$ cat src/rtl/utils_sync_pkg.sv
// Shared definitions for the synchronizer / debounce family: FSM state
// encodings and the debounce counter width helper.
package utils_sync_pkg;

    // 2-bit encodings of the debounce FSM states
    localparam logic [1:0] ST_STABLE_LO = 2'b00;
    localparam logic [1:0] ST_PEND_HI   = 2'b01;
    localparam logic [1:0] ST_STABLE_HI = 2'b10;
    localparam logic [1:0] ST_PEND_LO   = 2'b11;

    typedef enum logic [1:0] {
        STABLE_LO = ST_STABLE_LO,
        PEND_HI   = ST_PEND_HI,
        STABLE_HI = ST_STABLE_HI,
        PEND_LO   = ST_PEND_LO
    } dbnc_state_e;

    // Width needed to hold a debounce count of 0..n; never narrower than 1 bit
    function automatic int dbnc_cnt_width(input int n);
        if (n < 1) begin
            return 1;
        end
        return $clog2(n + 1);
    endfunction

endpackage

$ cat src/rtl/sync_debounce_sat_counter.sv
// Saturating event counter with a synchronous clear that beats increment.
module sat_counter #(
    parameter int EVT_W = 8
) (
    input  logic             clk,
    input  logic             rst,
    input  logic             inc,
    input  logic             clr,
    output logic [EVT_W-1:0] count
);

    logic [EVT_W-1:0] count_q;
    logic [EVT_W-1:0] count_d;

    // Next count: clear wins, otherwise increment until all-ones and stick there
    always_comb begin
        count_d = count_q;
        if (clr) begin
            count_d = '0;
        end else if (inc && (count_q != {EVT_W{1'b1}})) begin
            count_d = count_q + EVT_W'(1);
        end
    end

    // Count register
    always_ff @(posedge clk) begin
        if (rst) begin
            count_q <= '0;
        end else begin
            count_q <= count_d;
        end
    end

    assign count = count_q;

endmodule

$ cat src/rtl/sync_debounce.sv
// Debounce and edge-detect stage fed by an already-synchronized level.
// A change on sync_in is accepted only after DEBOUNCE_CYCLES consecutive
// equal samples; aborted changes raise a one-cycle glitch pulse.
module sync_debounce
    import utils_sync_pkg::*;
#(
    parameter int DEBOUNCE_CYCLES = 4,
    parameter int EVT_W           = 8,
    parameter bit RESET_LEVEL     = 1'b0
) (
    input  logic             clk,
    input  logic             rst,
    input  logic             sync_in,
    input  logic             en,
    input  logic             evt_clr,
    output logic             level_out,
    output logic             rise_pulse,
    output logic             fall_pulse,
    output logic             glitch,
    output logic [EVT_W-1:0] evt_count
);

    localparam int CNT_W = dbnc_cnt_width(DEBOUNCE_CYCLES);
    // Count value at which the next matching sample completes the run
    localparam logic [CNT_W-1:0] CNT_LAST = CNT_W'(DEBOUNCE_CYCLES - 1);
    localparam dbnc_state_e RESET_STATE = RESET_LEVEL ? STABLE_HI : STABLE_LO;

    dbnc_state_e      state_q,  state_d;
    logic [CNT_W-1:0] cnt_q,    cnt_d;
    logic             level_q,  level_d;
    logic             rise_q,   rise_d;
    logic             fall_q,   fall_d;
    logic             glitch_q, glitch_d;

    // Next-state and registered-output logic of the debounce FSM
    always_comb begin
        state_d  = state_q;
        cnt_d    = cnt_q;
        level_d  = level_q;
        rise_d   = 1'b0;
        fall_d   = 1'b0;
        glitch_d = 1'b0;

        if (!en) begin
            // Disabled: drop any pending change silently, stable states hold
            case (state_q)
                PEND_HI: begin
                    state_d = STABLE_LO;
                    cnt_d   = '0;
                end
                PEND_LO: begin
                    state_d = STABLE_HI;
                    cnt_d   = '0;
                end
                default: begin
                end
            endcase
        end else begin
            case (state_q)
                STABLE_LO: begin
                    if (sync_in) begin
                        if (DEBOUNCE_CYCLES == 1) begin
                            state_d = STABLE_HI;
                            level_d = 1'b1;
                            rise_d  = 1'b1;
                            cnt_d   = '0;
                        end else begin
                            state_d = PEND_HI;
                            cnt_d   = CNT_W'(1);
                        end
                    end
                end
                PEND_HI: begin
                    if (sync_in) begin
                        if (cnt_q == CNT_LAST) begin
                            state_d = STABLE_HI;
                            level_d = 1'b1;
                            rise_d  = 1'b1;
                            cnt_d   = '0;
                        end else begin
                            cnt_d = cnt_q + CNT_W'(1);
                        end
                    end else begin
                        state_d  = STABLE_LO;
                        glitch_d = 1'b1;
                        cnt_d    = '0;
                    end
                end
                STABLE_HI: begin
                    if (!sync_in) begin
                        if (DEBOUNCE_CYCLES == 1) begin
                            state_d = STABLE_LO;
                            level_d = 1'b0;
                            fall_d  = 1'b1;
                            cnt_d   = '0;
                        end else begin
                            state_d = PEND_LO;
                            cnt_d   = CNT_W'(1);
                        end
                    end
                end
                PEND_LO: begin
                    if (!sync_in) begin
                        if (cnt_q == CNT_LAST) begin
                            state_d = STABLE_LO;
                            level_d = 1'b0;
                            fall_d  = 1'b1;
                            cnt_d   = '0;
                        end else begin
                            cnt_d = cnt_q + CNT_W'(1);
                        end
                    end else begin
                        state_d  = STABLE_HI;
                        glitch_d = 1'b1;
                        cnt_d    = '0;
                    end
                end
                default: begin
                    state_d = RESET_STATE;
                    level_d = RESET_LEVEL;
                    cnt_d   = '0;
                end
            endcase
        end
    end

    // FSM state, debounce count and registered outputs; reset beats everything
    always_ff @(posedge clk) begin
        if (rst) begin
            state_q  <= RESET_STATE;
            cnt_q    <= '0;
            level_q  <= RESET_LEVEL;
            rise_q   <= 1'b0;
            fall_q   <= 1'b0;
            glitch_q <= 1'b0;
        end else begin
            state_q  <= state_d;
            cnt_q    <= cnt_d;
            level_q  <= level_d;
            rise_q   <= rise_d;
            fall_q   <= fall_d;
            glitch_q <= glitch_d;
        end
    end

    // Accepted edges are counted in the cycle their pulse is visible
    sat_counter #(
        .EVT_W (EVT_W)
    ) u_evt_cnt (
        .clk   (clk),
        .rst   (rst),
        .inc   (rise_q | fall_q),
        .clr   (evt_clr),
        .count (evt_count)
    );

    assign level_out  = level_q;
    assign rise_pulse = rise_q;
    assign fall_pulse = fall_q;
    assign glitch     = glitch_q;

endmodule

$ cat config.mk
export PLATFORM = sky130hd
export DESIGN_NAME = sync_debounce
export DESIGN_NICKNAME = d
export VERILOG_FILES = /design/src/rtl/utils_sync_pkg.sv /design/src/rtl/sync_debounce_sat_counter.sv /design/src/rtl/sync_debounce.sv
export SDC_FILE = /design/constraint.sdc
export NUM_CORES = 1
export LEC_CHECK = 0
export ABC_AREA = 0
export CELL_PAD_IN_SITES_DETAIL_PLACEMENT = 0
export CELL_PAD_IN_SITES_GLOBAL_PLACEMENT = 1
export CORE_MARGIN = 2
export CORE_UTILIZATION = 38
export DETAILED_ROUTE_END_ITERATION = 8
export GPL_TIMING_DRIVEN = 0
export PLACE_DENSITY_LB_ADDON = 0.1
export SLEW_MARGIN = 20
export SYNTH_ARGS = -nofsm -noshare
export SYNTH_HDL_FRONTEND = slang
export SYNTH_SLANG_ARGS = --single-unit
$ cat constraint.sdc
create_clock -name clk -period 2.33 [get_ports clk]
set_clock_uncertainty 0.15 [all_clocks]
set_input_delay 0.466 -clock clk [delete_from_list [all_inputs] [get_ports clk]]
set_output_delay 0.466 -clock clk [all_outputs]
set_load 0.01 [all_outputs]
==> flow_summary.yaml <==
outcome:
  run_status: "finished clean"
clock_tree:
  clk_pin_slew_ns: 0.11
  clkSinkCount: 17
  cts.path.max_buffers: 2
  insertion_delay_ns: 0.29
  cts_tree: "built"
  numCtsBuffers: 3
  post_cts_buffers: 0
  clockRootBuffer: "clkbuf_4"
  holdBufCountCts: 0
  cts_resized: 0
  htreeDepth: 1
detailed_routing:
  dr_wl_met3_um: 49
  first_pass_iters: 3
  wirelength_um: 1420
  ant_nets: 0
  met2_length_um: 679
  drt-vias-per-instance: 5.15
  dr.max_layer_used: "met4"
  met1_length_um: 686
  drc: 0
  drt_iter0_markers: 1
  wl_per_cell_um: 10.9
  num_vias: 670
timing:
  setup_viol: 0
  period_share_pct: 82.8
  finalSetupTns_ns: 0
  worstMarginPinSlew_ns: 0.431
  maxSlewViolCount: 0
  slew_headroom_pct: 71.2
  fmax_mhz: 518
  hold_viol: 0
  hold_ws_ns: 0.344
  fin_ws_ns: 0.400
  timing.final.crit_period_ns: 1.93
  grt_setup_unrepaired: "no"
power:
  irDropWorstVdd_v: 0.000264
  p_leak_nw: 0.327
  p_per_area_nw_per_um2: 496
floorplanning:
  start_util_pct: 39.5
  ioPinCount: 17
  die_x_um: 48.9
  die_h_um: 48.9
  dieArea_um2: 2390
  row_count: 16
  coreArea_um2: 1940
yosys:
  synth_async_sr_flop_share_pct: 0
  synth_area_um2: 767
  netlist_instances: 83
  seq_area_frac_synth_pct: 44.4
  netlist-cell-type-count: 34
  synth_seq_cells: 17
  synth_flop_cell: "dfxtp_1"
  syn_nets: 90
  yosysWarnings: 0
  syn_avg_cell_area_um2: 9.24
  synth-edff-count: 0
finish:
  antennaDiodeCount: 0
  drive_gt1_share_pct: 10.7
  final_common_cell: "dfxtp_1"
  final_cell_mix: "dfxtp_1, clkdlybuf4s50_1, nor2_1"
  syn_to_final_growth_pct: 28.9
  nets: 111
critical_path:
  path_class: "reg2out"
  crit_path_top_delay_cell: "clkdlybuf4s50_1"
  cp_max_fo: 7
  crit_buf_inv: 1
  crit_path_start_kind: "flip-flop"
  path_delay_family: "buffers and inverters"
  required_ns: 1.71
  slowest_delay_ns: 0.58
  worstPathArrival_ns: 1.31
  critPathCaptureType: "output pin"
  crit_chain: "clkdlybuf4s50_1"
global_routing:
  grt_max_degree: 11
  grt_overflow_total: 0
  grt_pass1_vias: 621
  antenna_found_initial: 0
  grt_usage_pct: 13.3
  grt_pass1_wl_um: 2560
place:
  gp_congestion: 0.707
  io_buffers: 16
  dp_hpwl_um: 1100
  dp_slack_ns: 0.269
worst_hold_path:
  hold_class: "reg2reg"
flow_run:
  maxCapViolations: 0
[report_power, final]
| part | switching, mW | internal (mW) | leakage (nW) |
|---|---|---|---|
| Clock | 0.0943 | 0.0637 | 0.0177 |
| Sequential | 0.00220 | 0.294 | 0.137 |
| Combinational | 0.0172 | 0.0182 | 0.172 |
[state kept, by name (all words and copies together) (netlist names), named ones only]
register,cells
u_evt_cnt.count,8
level_out,1
glitch,1
state_q,1
fall_pulse,1
cnt_q,3
rise_pulse,1
[routing by layer]
layer	GRT usage, %	vias to the layer above
met5	0	-
met4	5.71	0
met3	1.84	2
met2	23.5	9
met1	15.9	310
li1	-	349
[per-stage QoR]
stage                     std cells  utilization, %  instance area, um^2  total power, mW
after global placement          126            49.5                  961            0.338
after detailed placement        126            49.5                  961            0.339
after CTS                       130            50.9                  988            0.495
final                           130            50.9                  988            0.490
after global routing            130            50.9                  988            0.520
after floorplan                  83               -                  767            0.322
[synth_stat cells (all sizes together) (3+ instances only)]
| library cell | instances | share of area, % |
|---|---|---|
| a21oi | 5 | 3.3 |
| nand2 | 7 | 3.8 |
| nor3 | 4 | 2.6 |
| clkbuf | 3 | 1.5 |
| nand4 | 3 | 2.4 |
| nor2 | 7 | 3.4 |
| dfxtp | 17 | 44 |
| o21ai | 3 | 2.0 |
| a211oi | 3 | 2.9 |
| nand3 | 3 | 2.0 |
[cells by family (layout without fill, tap and decap cells)]
family | Yosys count | count (layout) | synth area share, %
buffers and inverters | 5 | 25 | 2.45
xor gates and xnor gates | 4 | 4 | 5.55
AOI/OAI and AO/OA | 21 | 21 | 18.6
and+or+nand+nor | 33 | 33 | 23.8
adders and majority gates | 2 | 2 | 3.26
muxes | 1 | 1 | 1.96
DFF | 17 | 17 | 44.4
[area by class of cell]
class | count | area (um^2)
Timing Repair Buffer | 16 | 160
Buffer | 3 | 11.3
Tap cell | 27 | 33.8
Sequential cell | 17 | 340
Clock inverter | 1 | 5.00
Inverter | 2 | 7.51
Clock buffer | 3 | 22.5
Fill cell | 198 | 953
Multi-Input combinational cell | 61 | 408
[final timing paths]
check | from | to | slack (ns) | cells after the start
max | u_evt_cnt.count[7]$_SDFFE_PP0P_ | evt_count[7] | 0.40 | 1
min | cnt_q[1]$_SDFFE_PP0P_ | cnt_q[1]$_SDFFE_PP0P_ | 0.34 | 2
max reg2reg | cnt_q[0]$_SDFFE_PP0P_ | level_out$_SDFFE_PP0P_ | 0.74 | 5
min reg2reg | cnt_q[1]$_SDFFE_PP0P_ | cnt_q[1]$_SDFFE_PP0P_ | 0.34 | 2
No activity file was read; power rests on OpenSTA's default activity.
